`config.mk`:
```
export PLATFORM = sky130hd
export DESIGN_NAME = instruction_fetch
export DESIGN_NICKNAME = d
export VERILOG_FILES = /design/src/rtl/instruction_fetch.sv
export SDC_FILE = /design/constraint.sdc
export NUM_CORES = 1
export LEC_CHECK = 0
export ABC_CLOCK_PERIOD_IN_PS = 2200
export BUFFER_PORTS_ARGS = -buffer_cell sky130_fd_sc_hd__buf_2
export CORE_UTILIZATION = 41
export CTS_CLUSTER_DIAMETER = 200
export DETAILED_ROUTE_END_ITERATION = 12
export GPL_TIMING_DRIVEN = 0
export PLACE_DENSITY = 0.66
export SKIP_LAST_GASP = 1
export SYNTH_ARGS = -nofsm -noshare
export SYNTH_HDL_FRONTEND = slang
export SYNTH_SLANG_ARGS = --single-unit
```
`constraint.sdc`:
```
create_clock -name clk -period 2.2 [get_ports clk]
set_input_delay 0.33 -clock clk [delete_from_list [all_inputs] [get_ports clk]]
set_output_delay 0.33 -clock clk [all_outputs]
set_load 0.01 [all_outputs]
```
`src/rtl/instruction_fetch.sv`:
```
// ---------------------------------------------------------------------------
// instruction_fetch
//
// Instruction-fetch stage of the RV32I five-stage pipeline. It owns the PC,
// drives the I-cache read handshake and loads the IF/ID pipeline register
// that decode consumes. It honours memory-stage stalls (MA_stall), decode
// hazard bubbles (bubble) and branch redirects (br_taken/br_target). A
// redirect can arrive while a cache read is still outstanding.
//
// Ports:
//   clk, rst        clock and synchronous active-high reset
//   br_taken        redirect request from execute (flushes IF/ID)
//   br_target       redirect PC, valid with br_taken
//   MA_stall        memory-stage stall: freezes IF/ID and PC
//   bubble          decode hazard: IF/ID holds its contents
//   icache_read     read request, held until icache_resp
//   icache_address  fetch address, stable while icache_read=1
//   icache_rdata    instruction word, valid with icache_resp
//   icache_resp     one-cycle completion pulse (may be same cycle as read)
//   PC_out          IF/ID PC
//   instr_out       IF/ID instruction
//   false_NOP       IF/ID holds an injected NOP
//   IF_stall        fetch has no instruction to deliver this cycle
//   fetch_count     real instructions loaded into IF/ID (perf counter)
//   stall_count     cycles with IF_stall=1 (perf counter)
//
// Configuration macro: IF_PERF_CNT_EN
//   defined   -> fetch_count / stall_count are live 32-bit wrapping counters
//   undefined -> counter logic is not built; both outputs are tied to 0
//
// States:
//   FETCH  request at pc outstanding; the response is used
//   DRAIN  request at the old pc outstanding but superseded by a redirect;
//          its response is discarded, then fetch resumes at redirect_pc
//   HOLD   a fetched word is parked in hold_instr waiting for IF/ID to free
// ---------------------------------------------------------------------------
module instruction_fetch #(
  parameter logic [31:0] RESET_PC = 32'h0000_0060
) (
  input  logic        clk,
  input  logic        rst,
  input  logic        br_taken,
  input  logic [31:0] br_target,
  input  logic        MA_stall,
  input  logic        bubble,
  output logic        icache_read,
  output logic [31:0] icache_address,
  input  logic [31:0] icache_rdata,
  input  logic        icache_resp,
  output logic [31:0] PC_out,
  output logic [31:0] instr_out,
  output logic        false_NOP,
  output logic        IF_stall,
  output logic [31:0] fetch_count,
  output logic [31:0] stall_count
);

  localparam logic [31:0] NOP_INSTR = 32'h0000_0013;

  typedef enum logic [1:0] {
    FETCH = 2'd0,
    DRAIN = 2'd1,
    HOLD  = 2'd2
  } state_t;

  state_t      state_q, state_d;
  logic [31:0] pc_q, pc_d;
  logic [31:0] redirect_pc_q, redirect_pc_d;
  logic [31:0] hold_instr_q, hold_instr_d;
  logic [31:0] pc_out_q, pc_out_d;
  logic [31:0] instr_out_q, instr_out_d;
  logic        false_nop_q, false_nop_d;

  logic advance;
  logic redirect;
  logic real_load;

  // A stalled memory stage swallows the branch; execute re-presents it later.
  assign advance  = !MA_stall && !bubble;
  assign redirect = br_taken && !MA_stall;

  // Next-state, PC and IF/ID computation.
  always_comb begin
    state_d       = state_q;
    pc_d          = pc_q;
    redirect_pc_d = redirect_pc_q;
    hold_instr_d  = hold_instr_q;
    pc_out_d      = pc_out_q;
    instr_out_d   = instr_out_q;
    false_nop_d   = false_nop_q;
    real_load     = 1'b0;

    case (state_q)
      FETCH: begin
        if (icache_resp) begin
          if (redirect) begin
            pc_d        = br_target;
            pc_out_d    = 32'h0000_0000;
            instr_out_d = NOP_INSTR;
            false_nop_d = 1'b1;
          end else if (advance) begin
            pc_out_d    = pc_q;
            instr_out_d = icache_rdata;
            false_nop_d = 1'b0;
            pc_d        = pc_q + 32'd4;
            real_load   = 1'b1;
          end else begin
            // IF/ID is blocked: park the word so the cache is released.
            hold_instr_d = icache_rdata;
            state_d      = HOLD;
          end
        end else begin
          if (redirect) begin
            // The request must complete at its original address; remember
            // where to go once it does.
            redirect_pc_d = br_target;
            pc_out_d      = 32'h0000_0000;
            instr_out_d   = NOP_INSTR;
            false_nop_d   = 1'b1;
            state_d       = DRAIN;
          end else if (advance) begin
            pc_out_d    = 32'h0000_0000;
            instr_out_d = NOP_INSTR;
            false_nop_d = 1'b1;
          end else begin
            pc_out_d = pc_out_q;
          end
        end
      end

      DRAIN: begin
        if (redirect || advance) begin
          pc_out_d    = 32'h0000_0000;
          instr_out_d = NOP_INSTR;
          false_nop_d = 1'b1;
        end else begin
          pc_out_d = pc_out_q;
        end
        if (redirect) begin
          redirect_pc_d = br_target;
        end else begin
          redirect_pc_d = redirect_pc_q;
        end
        if (icache_resp) begin
          // Stale word is dropped; the latest redirect target wins.
          pc_d    = redirect ? br_target : redirect_pc_q;
          state_d = FETCH;
        end else begin
          state_d = DRAIN;
        end
      end

      HOLD: begin
        if (redirect) begin
          pc_d        = br_target;
          pc_out_d    = 32'h0000_0000;
          instr_out_d = NOP_INSTR;
          false_nop_d = 1'b1;
          state_d     = FETCH;
        end else if (advance) begin
          pc_out_d    = pc_q;
          instr_out_d = hold_instr_q;
          false_nop_d = 1'b0;
          pc_d        = pc_q + 32'd4;
          real_load   = 1'b1;
          state_d     = FETCH;
        end else begin
          state_d = HOLD;
        end
      end

      default: begin
        state_d = FETCH;
      end
    endcase
  end

  // State, PC and IF/ID registers.
  always_ff @(posedge clk) begin
    if (rst) begin
      state_q       <= FETCH;
      pc_q          <= RESET_PC;
      redirect_pc_q <= RESET_PC;
      hold_instr_q  <= NOP_INSTR;
      pc_out_q      <= 32'h0000_0000;
      instr_out_q   <= NOP_INSTR;
      false_nop_q   <= 1'b1;
    end else begin
      state_q       <= state_d;
      pc_q          <= pc_d;
      redirect_pc_q <= redirect_pc_d;
      hold_instr_q  <= hold_instr_d;
      pc_out_q      <= pc_out_d;
      instr_out_q   <= instr_out_d;
      false_nop_q   <= false_nop_d;
    end
  end

  // pc is only changed on a response or from HOLD, so the address is stable
  // for the lifetime of every request.
  assign icache_read    = !rst && (state_q != HOLD);
  assign icache_address = pc_q;
  assign IF_stall       = ((state_q == FETCH) && !icache_resp) || (state_q == DRAIN);

  assign PC_out    = pc_out_q;
  assign instr_out = instr_out_q;
  assign false_NOP = false_nop_q;

`ifdef IF_PERF_CNT_EN
  logic [31:0] fetch_count_q, fetch_count_d;
  logic [31:0] stall_count_q, stall_count_d;

  // Performance counter increments (wrap naturally at 32 bits).
  always_comb begin
    fetch_count_d = fetch_count_q;
    stall_count_d = stall_count_q;
    if (real_load) begin
      fetch_count_d = fetch_count_q + 32'd1;
    end else begin
      fetch_count_d = fetch_count_q;
    end
    if (IF_stall) begin
      stall_count_d = stall_count_q + 32'd1;
    end else begin
      stall_count_d = stall_count_q;
    end
  end

  // Performance counter registers.
  always_ff @(posedge clk) begin
    if (rst) begin
      fetch_count_q <= 32'h0000_0000;
      stall_count_q <= 32'h0000_0000;
    end else begin
      fetch_count_q <= fetch_count_d;
      stall_count_q <= stall_count_d;
    end
  end

  assign fetch_count = fetch_count_q;
  assign stall_count = stall_count_q;
`else
  logic unused_real_load;
  assign unused_real_load = real_load;
  assign fetch_count      = 32'h0000_0000;
  assign stall_count      = 32'h0000_0000;
`endif

endmodule

```
==> key figures, run 1 <==
Place
  – RePlAce Congestion: 0.9440
  – Dpl hpwl: 18710 um
  – # port buffers: 167
  – Placed cell areas: 9170 sq um

Route
  – Vias per cell: 5.458
  – DRC Markers: 2
  – Initial DRC Count: 867
  – Routed Wire Length: 26210 um
  – Drt pass-1 iters: 9
  – Via total after detailed routing: 8253
  – Antenna-violating nets left: 0
  – Routed len/inst: 17.33 um

Run
  – Max-cap viol count: 0

STA
  – Worst Tran Pin Value: 0.8332 ns
  – Fin crit period: 2.141 ns
  – Final Hold Viols: 0
  – Clk_skew: 0.009606 ns
  – Count of final setup violators: 0
  – Fin. max-slew vios: 0
  – Slew margin rel.: 44.46%
  – Fin crit share: 97.33%
  – Highest clock rate: 0.4670 GHz

Worst setup path
  – Delay-heaviest family, CP: simple AND/OR/NAND/NOR gates
  – Worst EP arrival: 2.49 ns
  – CP max-delay cell: dfxtp_1
  – Crit-path cells: nand4_4 -> nor4_4 -> buf_4 -> nand4bb_1 -> or4_1 -> a31oi_1
  – Crit path launch type: flop
  – CP endpoint kind: flop
  – Worst-path fanout max: 7
  – WS Path Type: flop to flop
  – Worst Path Buf+Inv: 1
  – R2R Setup Slk: 0.06 ns
  – CP peak stage delay: 0.49 ns
  – Worst path required time: 2.55 ns

Floorplanning
  – Die ar.: 19590 sq um
  – Ports: 233
  – Cell row count: 50
  – Die height: 140.0 um
  – Core region area: 18710 sq um
  – Die width: 140.0 um
  – Initial Utilization: 41.73%

Logic synthesis
  – Count of state elements after synthesis: 163
  – Synthesized area: 7805 sq um
  – Yosys top cell by area: dfxtp_1
  – Most frequent cell after synthesis: nand2_1
  – Synth unique cells: 57
  – Adder-cell share of the synthesized area: 0.8015%
  – Syn Inst Count: 1008
  – YS warnings: 0
  – Number of enable flip-flop cells after synthesis: 0
  – Ys flop type: dfxtp_1
  – Simple-Gate Fraction of Synth Area: 22.91%
  – Multiplexer area fraction after synthesis: 0.5130%
  – Top cell type's share of synthesized area: 41.81%
  – Ys async rst share: 0%
  – Post-synthesis sequential area ratio: 41.81%
  – Synth Area in Compound Gates: 23.40%
  – Mapped Avg Cell Area: 7.743 sq um
  – XOR/XNOR Fraction of Synth Area: 0%
  – Synth area leaders: dfxtp_1 42%, nand2_1 10%, a21oi_1 8.5%
  – Most frequent cells after synthesis: 209 x nand2_1, 163 x dfxtp_1, 133 x a21oi_1
  – Main combinational cell family by area after synthesis: compound AO/OA/AOI/OAI gates

Power and ir drop
  – Tot Pwr: 0.007822 W
  – Lkg Pwr: 4.266 nW
  – Max VDD drop: 0.0006586 V
  – Power density over the cells: 780.8 nW/um^2

Global routing
  – GRT overflow: 0
  – Initial antenna violation count: 5
  – GR Util All Layers: 25.86%
  – Largest net degree at the start of global routing: 17
  – Vias in the first global route: 7385
  – First-pass GRT wire length: 39450 um

Hold path
  – Hold WC Path Type: input port to flop

Clocking
  – Clock Sinks: 163
  – CTS HTree Levels: 4
  – CTS Hold Bufs: 0
  – Num CTS Buffers: 17
  – Worst skew pair latency: 0.44 ns
  – Max Root-Sink Buffers: 2
  – CTS Root Cell: clkbuf_16
  – CTS tree: built
  – Clock transition at path regs: 0.07 ns

Layout
  – Layout cell share with drive strength beyond 1: 27.55%
  – Area occupied by multi-input gates: 4061 sq um
  – Area grow syn2layout: 28.36%
  – Layout filler cell count: 1884
  – Register area: 3277 sq um
  – NumNets Final: 1336
  – Post-route cell area: 10020 sq um

Outcome
  – Status: finished, violations left
  – Failing checks: DRC
kinds of logic after synthesis:
| logic type | Yosys count |
|---|---|
| buffers and inverters | 153 |
| other | 1 |
| flip-flops | 163 |
| AO/OA/AOI/OAI | 293 |
| multiplexers | 4 |
| AND/OR/NAND/NOR | 389 |
| adder cells (fa/ha/maj) | 5 |
sequential cells by signal, indices dropped and copies added, names as in the netlist:
name / flops
icache_address: 32
state_q: 2
false_NOP: 1
hold_instr_q: 32
PC_out: 32
redirect_pc_q: 32
instr_out: 32
worst paths after layout:
check,cells past startpoint,from,to
max,6,icache_address[11],icache_address[31]
min,3,icache_rdata[4],hold_instr_q[4]
max reg2reg,6,icache_address[11],icache_address[31]
min reg2reg,2,instr_out[2],instr_out[2]
through the flow:
step           hold slack, ns  setup TNS (ns)  setup WS, ns  util, %  cells
2_1_floorplan          0.4319               0        0.1296        -   1071
3_3_place_gp           0.4397          -43.57       -0.6325    49.02   1472
3_5_place_dp           0.4441          -44.24       -0.6543    49.02   1472
4_1_cts                0.1247               0       0.01529    52.88   1504
5_1_grt                0.1370       -0.003182     -0.003182    53.55   1511
6_report               0.1336               0       0.05867    53.56   1512
worst reg2reg max path: cells and delay by family, from the launching register on:
kind	cells	cell delay (ns)
and+or+nand+nor	4	1.20
DFF	1	0.49
buffers and inverters	1	0.20
AOI/OAI and AO/OA	1	0.18
repair_timing:
action	in CTS	in global routing
resized for setup	50	34
setup buffers	3	6
endpoints found under the hold margin	0	0
endpoints found under the setup margin	99	123
pin swaps	2	3
metal layers:
| layer | up-vias | global-route usage, % | part of all wire [%] |
|---|---|---|---|
| met4 | 2 | 9.659 | 2.8 |
| met3 | 55 | 5.675 | 7.6 |
| li1 | 3934 | - | - |
| met1 | 3887 | 35.04 | 44 |
| met5 | - | 0 | 0.042 |
| met2 | 375 | 40.24 | 45 |
report_power, final:
part,switching (W),internal (W)
clock network,0.00131,0.00183
registers,0.000129,0.00311
logic,0.000911,0.000530
cell type report:
type / count / share of cell area (%)
sequential: 163 / 32.71
clock inverter: 14 / 1.748
tap: 234 / 2.922
inverter: 12 / 0.4496
buffer: 136 / 8.130
timing repair buffer: 176 / 9.017
antenna: 4 / 0.09991
multi-input combinational: 755 / 40.54
clock buffer: 18 / 4.384
placed cells by master (no fill, tap or decap), types with 4 or more instances in the layout:
cell	synthesis	routed
buf_4	64	76
dfxtp_1	163	152
conb_1	1	64
buf_2	5	178
nor2b_1	6	5
o31a_1	5	5
nand3_1	31	30
a21oi_1	133	133
inv_6	0	5
nor2_1	63	61
o21ai_0	29	28
a22oi_1	61	61
o31ai_1	4	4
a211o_1	5	5
dfxtp_2	0	11
clkbuf_2	0	16
o32ai_1	8	8
and3_1	9	9
a31oi_1	12	12
or2_2	4	4
mux2i_1	4	4
nand2_1	209	207
inv_1	11	9
diode_2	0	4
clkbuf_16	0	17
nand4_1	8	8
a211oi_1	4	4
or3_1	30	30
clkbuf_1	62	35
nor4_1	5	4
clkbuf_4	0	5
o211ai_1	4	4
(Power assumes the default switching activity.)
==> inputs of run 2 (changes only) <==
Settings changed: CORE_UTILIZATION 41 to 45, PLACE_DENSITY 0.66 to 0.71.
==> key figures, run 2 (synthesized netlist as in run 1, its figures left out) <==
Global routing
  – First-pass GRT wire length: 39270 um
  – GR Layer Usage met2: 42.98%
  – Vias in the first global route: 7298
  – GR Util All Layers: 28.27%
  – Largest net degree at the start of global routing: 17
  – GR Util met1: 39.54%
  – GRT Max-Usage Layer: met2
  – Met3 Track Usage GR: 5.670%
  – GRT overflow: 0
  – Initial antenna violation count: 0

Place
  – Dpl hpwl: 18480 um
  – # port buffers: 167
  – RePlAce Congestion: 0.9139
  – Setup WS pre-CTS: -0.6288 ns
  – Dpl cells: 1458

Clocking
  – Max Root-Sink Buffers: 2
  – CTS Hold Bufs: 0
  – Num CTS Buffers: 17
  – CTS tree: built
  – CTS Root Cell: clkbuf_16
  – CTS HTree Levels: 4
  – Clock transition at path regs: 0.06 ns
  – Clock Sinks: 163
  – Worst skew pair latency: 0.44 ns

Floorplanning
  – Core region area: 16760 sq um
  – Die height: 133.7 um
  – Initial Utilization: 46.57%
  – Cell row count: 47
  – Ports: 233
  – Die ar.: 17880 sq um
  – Die width: 133.7 um

Worst setup path
  – Worst EP arrival: 1.82 ns
  – Crit path launch type: flop
  – Reg2reg path depth: 7
  – CP endpoint kind: primary output
  – Worst-path fanout max: 8
  – WS Path Type: flop to primary output
  – Worst path required time: 1.87 ns

Hold path
  – Hold WC Path Type: input port to flop
  – Worst Hold Path Cells: 3

STA
  – Fin crit share: 97.51%
  – Count of final setup violators: 0
  – Slew margin rel.: 47.19%
  – Fin. max-slew vios: 0
  – Final Hold Viols: 0
  – Fin crit period: 2.145 ns
  – Fin Setup TNS: 0 ns
  – Clk_skew: 0.008235 ns
  – Highest clock rate: 0.4661 GHz
  – Unrepaired setup endpoints after global routing: yes
  – Worst Tran Pin Value: 0.7922 ns
  – Worst setup margin: 0.05474 ns

Layout
  – Layout cell share with drive strength beyond 1: 27.55%
  – NumNets Final: 1336
  – Core Util, Final: 59.50%
  – Commonest cells after routing, fill and taps aside: 207 x nand2_1, 178 x buf_2, 153 x dfxtp_1, 133 x a21oi_1, 75 x buf_4
  – Antenna diode instance count: 0
  – Layout filler cell count: 1592
  – Most common cell after layout, fill and taps aside: nand2_1
  – Fin cells: 1494
  – Area grow syn2layout: 27.77%

Run
  – Max-cap viol count: 0

Route
  – Drt pass-1 iters: 6
  – Initial DRC Count: 809
  – Via total after detailed routing: 8304
  – Routed len/inst: 17.20 um
  – DRC Markers: 0
  – Vias per cell: 5.558
  – Routed Wire Length: 25700 um
  – Antenna-violating nets left: 0

Power and ir drop
  – Max VDD drop: 0.0006097 V
  – Lkg Pwr: 4.279 nW
  – Power density over the cells: 795.8 nW/um^2

Outcome
  – Status: finished, final reports clean
==> run 2: repair_timing <==
| item | 4_1_cts | 5_1_grt |
|---|---|---|
| setup buffers | 2 | 6 |
| pin swaps | 3 | 3 |
| endpoints found under the setup margin | 99 | 123 |
| resized for setup | 44 | 38 |
==> run 2: path summary, 6_finish.rpt <==
kind	startpoint	end	slack, ns
max reg2reg	state_q[1]	icache_address[24]	0.08
max	state_q[1]	IF_stall	0.05
min	icache_rdata[4]	hold_instr_q[4]	0.13
min reg2reg	instr_out[31]	instr_out[31]	0.45
==> run 2: metal layers <==
layer	up-vias	share of wire, %
met4	0	2.4
met5	-	0
met2	477	45
li1	3923	-
met3	55	10
met1	3849	42
==> run 2: worst max-delay path: stages, from the launching register on <==
cell and delay [ns]:
dfxtp_1 0.38, inv_1 0.11, ha_2 0.24, nor2b_2 0.19, or2_2 0.31, buf_2 0.15
==> run 2: per-stage QoR <==
step	hold WS (ns)	area, sq um	total power [W]
after detailed placement	0.4422	9153	0.004625
after CTS	0.1226	9886	0.007901
after global routing	0.1447	9972	0.008215
after global placement	0.4395	9153	0.004612
after floorplan	0.4319	8041	0.004139
final	0.1303	9972	0.007936
==> run 2: final cells by class <==
| cell class | instances | area [sq um] | share of cell area (%) |
|---|---|---|---|
| Buffer | 137 | 815.8 | 8.181 |
| Clock buffer | 17 | 425.4 | 4.266 |
| Clock inverter | 15 | 215.2 | 2.158 |
| Inverter | 12 | 45.04 | 0.4517 |
| Multi-Input combinational cell | 755 | 4024 | 40.35 |
| Sequential cell | 163 | 3276 | 32.85 |
| Tap cell | 220 | 275.3 | 2.760 |
| Timing Repair Buffer | 175 | 895.9 | 8.984 |
==> run 2: power by group <==
| group | internal (W) | switching, W |
|---|---|---|
| Sequential | 0.00310 | 0.000128 |
| Combinational | 0.000516 | 0.000908 |
| Clock | 0.00193 | 0.00135 |
==> inputs of run 3 (changes only) <==
Settings changed: CORE_ASPECT_RATIO set to 1.25.
==> key figures, run 3 (synthesized netlist as in run 1, its figures left out) <==
Route
  – Initial DRC Count: 711
  – Antenna-violating nets left: 0
  – Vias per cell: 5.439
  – DRC Markers: 0
  – Via total after detailed routing: 8142
  – Routed len/inst: 16.86 um
  – Routed Wire Length: 25240 um
  – Drt pass-1 iters: 6

Layout
  – Most common cell after layout, fill and taps aside: nand2_1
  – Layout cell share with drive strength beyond 1: 26.65%
  – Core Util, Final: 59.04%
  – Layout filler cell count: 1633
  – Area grow syn2layout: 27.91%
  – NumNets Final: 1338
  – Commonest cells after routing, fill and taps aside: 208 x nand2_1, 178 x buf_2, 154 x dfxtp_1, 133 x a21oi_1, 75 x buf_4

Power and ir drop
  – Int Pwr: 0.005556 W
  – Clock Power Share: 40.5%
  – Sequential power share: 41.3%
  – Power density over the cells: 784.6 nW/um^2
  – Switch Pwr: 0.002276 W
  – Lkg Pwr: 4.254 nW
  – Tot Pwr: 0.007833 W
  – Max VDD drop: 0.0005018 V
  – Comb pwr share: 18.3%
  – Sw Ratio: 29.06%

Place
  – Setup WS pre-CTS: -0.6948 ns
  – RePlAce Congestion: 0.9242
  – Dpl hpwl: 18480 um
  – # port buffers: 167

Global routing
  – Largest net degree at the start of global routing: 17
  – First-pass GRT wire length: 38450 um
  – Vias in the first global route: 7262
  – GR Util All Layers: 27.77%
  – GRT overflow: 0
  – Initial antenna violation count: 1

Worst setup path
  – Worst path required time: 2.54 ns
  – Worst Path Buf+Inv: 0
  – Delay-heaviest family, CP: simple AND/OR/NAND/NOR gates
  – R2R Path End: icache_address[21]
  – R2R Setup Slk: 0.04 ns
  – Worst EP arrival: 2.50 ns
  – Reg2reg path depth: 5
  – Crit-path cells: nand4_4 -> nor4_4 -> or3b_1 -> o31a_1 -> o32ai_2
  – RR Startpoint: icache_address[11]
  – CP peak stage delay: 0.48 ns
  – CP max-delay cell: dfxtp_1
  – Crit path launch type: flop
  – CP endpoint kind: flop
  – WS Path Type: flop to flop
  – Worst-path fanout max: 7

STA
  – Fin Setup TNS: 0 ns
  – Count of final setup violators: 0
  – Final Hold Viols: 0
  – Highest clock rate: 0.4639 GHz
  – Worst setup margin: 0.04443 ns
  – Fin. max-slew vios: 0
  – Clk_skew: 0.01183 ns
  – Slew margin rel.: 51.49%
  – Fin crit period: 2.156 ns
  – Fin crit share: 97.98%
  – Worst Tran Pin Value: 0.7276 ns

Hold path
  – Worst min-delay path startpoint: icache_rdata[1]
  – Worst min-delay path endpoint: hold_instr_q[1]
  – Hold WC Path Type: input port to flop
  – Worst Hold Path Cells: 3

Clocking
  – Worst skew pair latency: 0.43 ns
  – Clock transition at path regs: 0.06 ns
  – Num CTS Buffers: 17
  – CTS HTree Levels: 4
  – CTS Root Cell: clkbuf_16
  – CTS tree: built
  – Clock Sinks: 163
  – Max Root-Sink Buffers: 2
  – CTS Hold Bufs: 0

Floorplanning
  – Die width: 119.8 um
  – Ports: 233
  – Cell row count: 53
  – Die height: 149.2 um
  – Die ar.: 17880 sq um
  – Initial Utilization: 46.16%
  – Core region area: 16910 sq um

Run
  – Max-cap viol count: 0

Outcome
  – Status: finished, final reports clean
-- run 3: cell types whose count changed in the layout (fill, tap and decap cells not counted), moves of 2 or more --
cell,before,now
clkbuf_2,23,17
inv_6,5,3
inv_8,2,0
clkbuf_1,33,41
ha_4,0,3
clkbuf_8,0,4
ha_2,4,1
-- run 3: worst min-delay path, cell delays in order --
cell	delay (ns)
buf_2	0.09
nand2_1	0.04
nand3_1	0.07
-- run 3: repair_timing --
| action | 4_1_cts | 5_1_grt |
|---|---|---|
| cloned | 0 | 0 |
| buffers inserted | 4 | 5 |
| endpoints found under the setup margin | 102 | 120 |
| resized for setup | 44 | 20 |
| pin swaps | 4 | 4 |
-- run 3: cell type report --
class                      instances  area (sq um)  area share (%)
inverter                          12         45.04          0.4512
timing repair buffer             176         903.4           9.049
clock inverter                    10         145.1           1.454
sequential                       163          3274           32.80
buffer                           138         812.0           8.134
antenna                            1         2.502         0.02507
clock buffer                      22         484.2           4.850
multi-input combinational        755          4041           40.48
tap                              220         275.3           2.757
-- run 3: worst max-delay path by stage --
stage / endpoint / slack [ns] / cells after the start / start
finish: icache_address[21] / 0.04 / 5 / icache_address[11]
global route: redirect_pc_q[12] / -0.003 / 7 / state_q[1]
CTS: PC_out[22] / -0.02 / 9 / state_q[1]
detailed placement: PC_out[0] / -0.69 / 10 / state_q[0]
global placement: PC_out[0] / -0.62 / 10 / state_q[0]
floorplan: icache_address[16] / 0.13 / 6 / icache_address[2]
-- run 3: power groups by stage --
stage | clock (W) | sequential, W | combinational (W)
3_5_place_dp | 0 | 0.00329 | 0.00133
3_3_place_gp | 0 | 0.00328 | 0.00132
4_1_cts | 0.00320 | 0.00323 | 0.00138
5_1_grt | 0.00331 | 0.00325 | 0.00155
6_report | 0.00317 | 0.00323 | 0.00143
2_1_floorplan | 0 | 0.00330 | 0.000841
-- run 3: layer usage --
metal	global-route usage (%)	up-vias	part of all wire [%]
met4	14.00	0	3.9
met5	0	-	0
met1	32.55	3702	38
met2	47.66	430	49
li1	-	3929	-
met3	6.002	81	8.4
-- run 3: stage by stage --
| step | hold slack, ns | cell area [sq um] | std cells |
|---|---|---|---|
| 2_1_floorplan | 0.4319 | 8041 | 1071 |
| 3_3_place_gp | 0.4373 | 9153 | 1458 |
| 3_5_place_dp | 0.4455 | 9153 | 1458 |
| 4_1_cts | 0.1175 | 9888 | 1492 |
| 5_1_grt | 0.1327 | 9981 | 1496 |
| 6_report | 0.1288 | 9983 | 1497 |
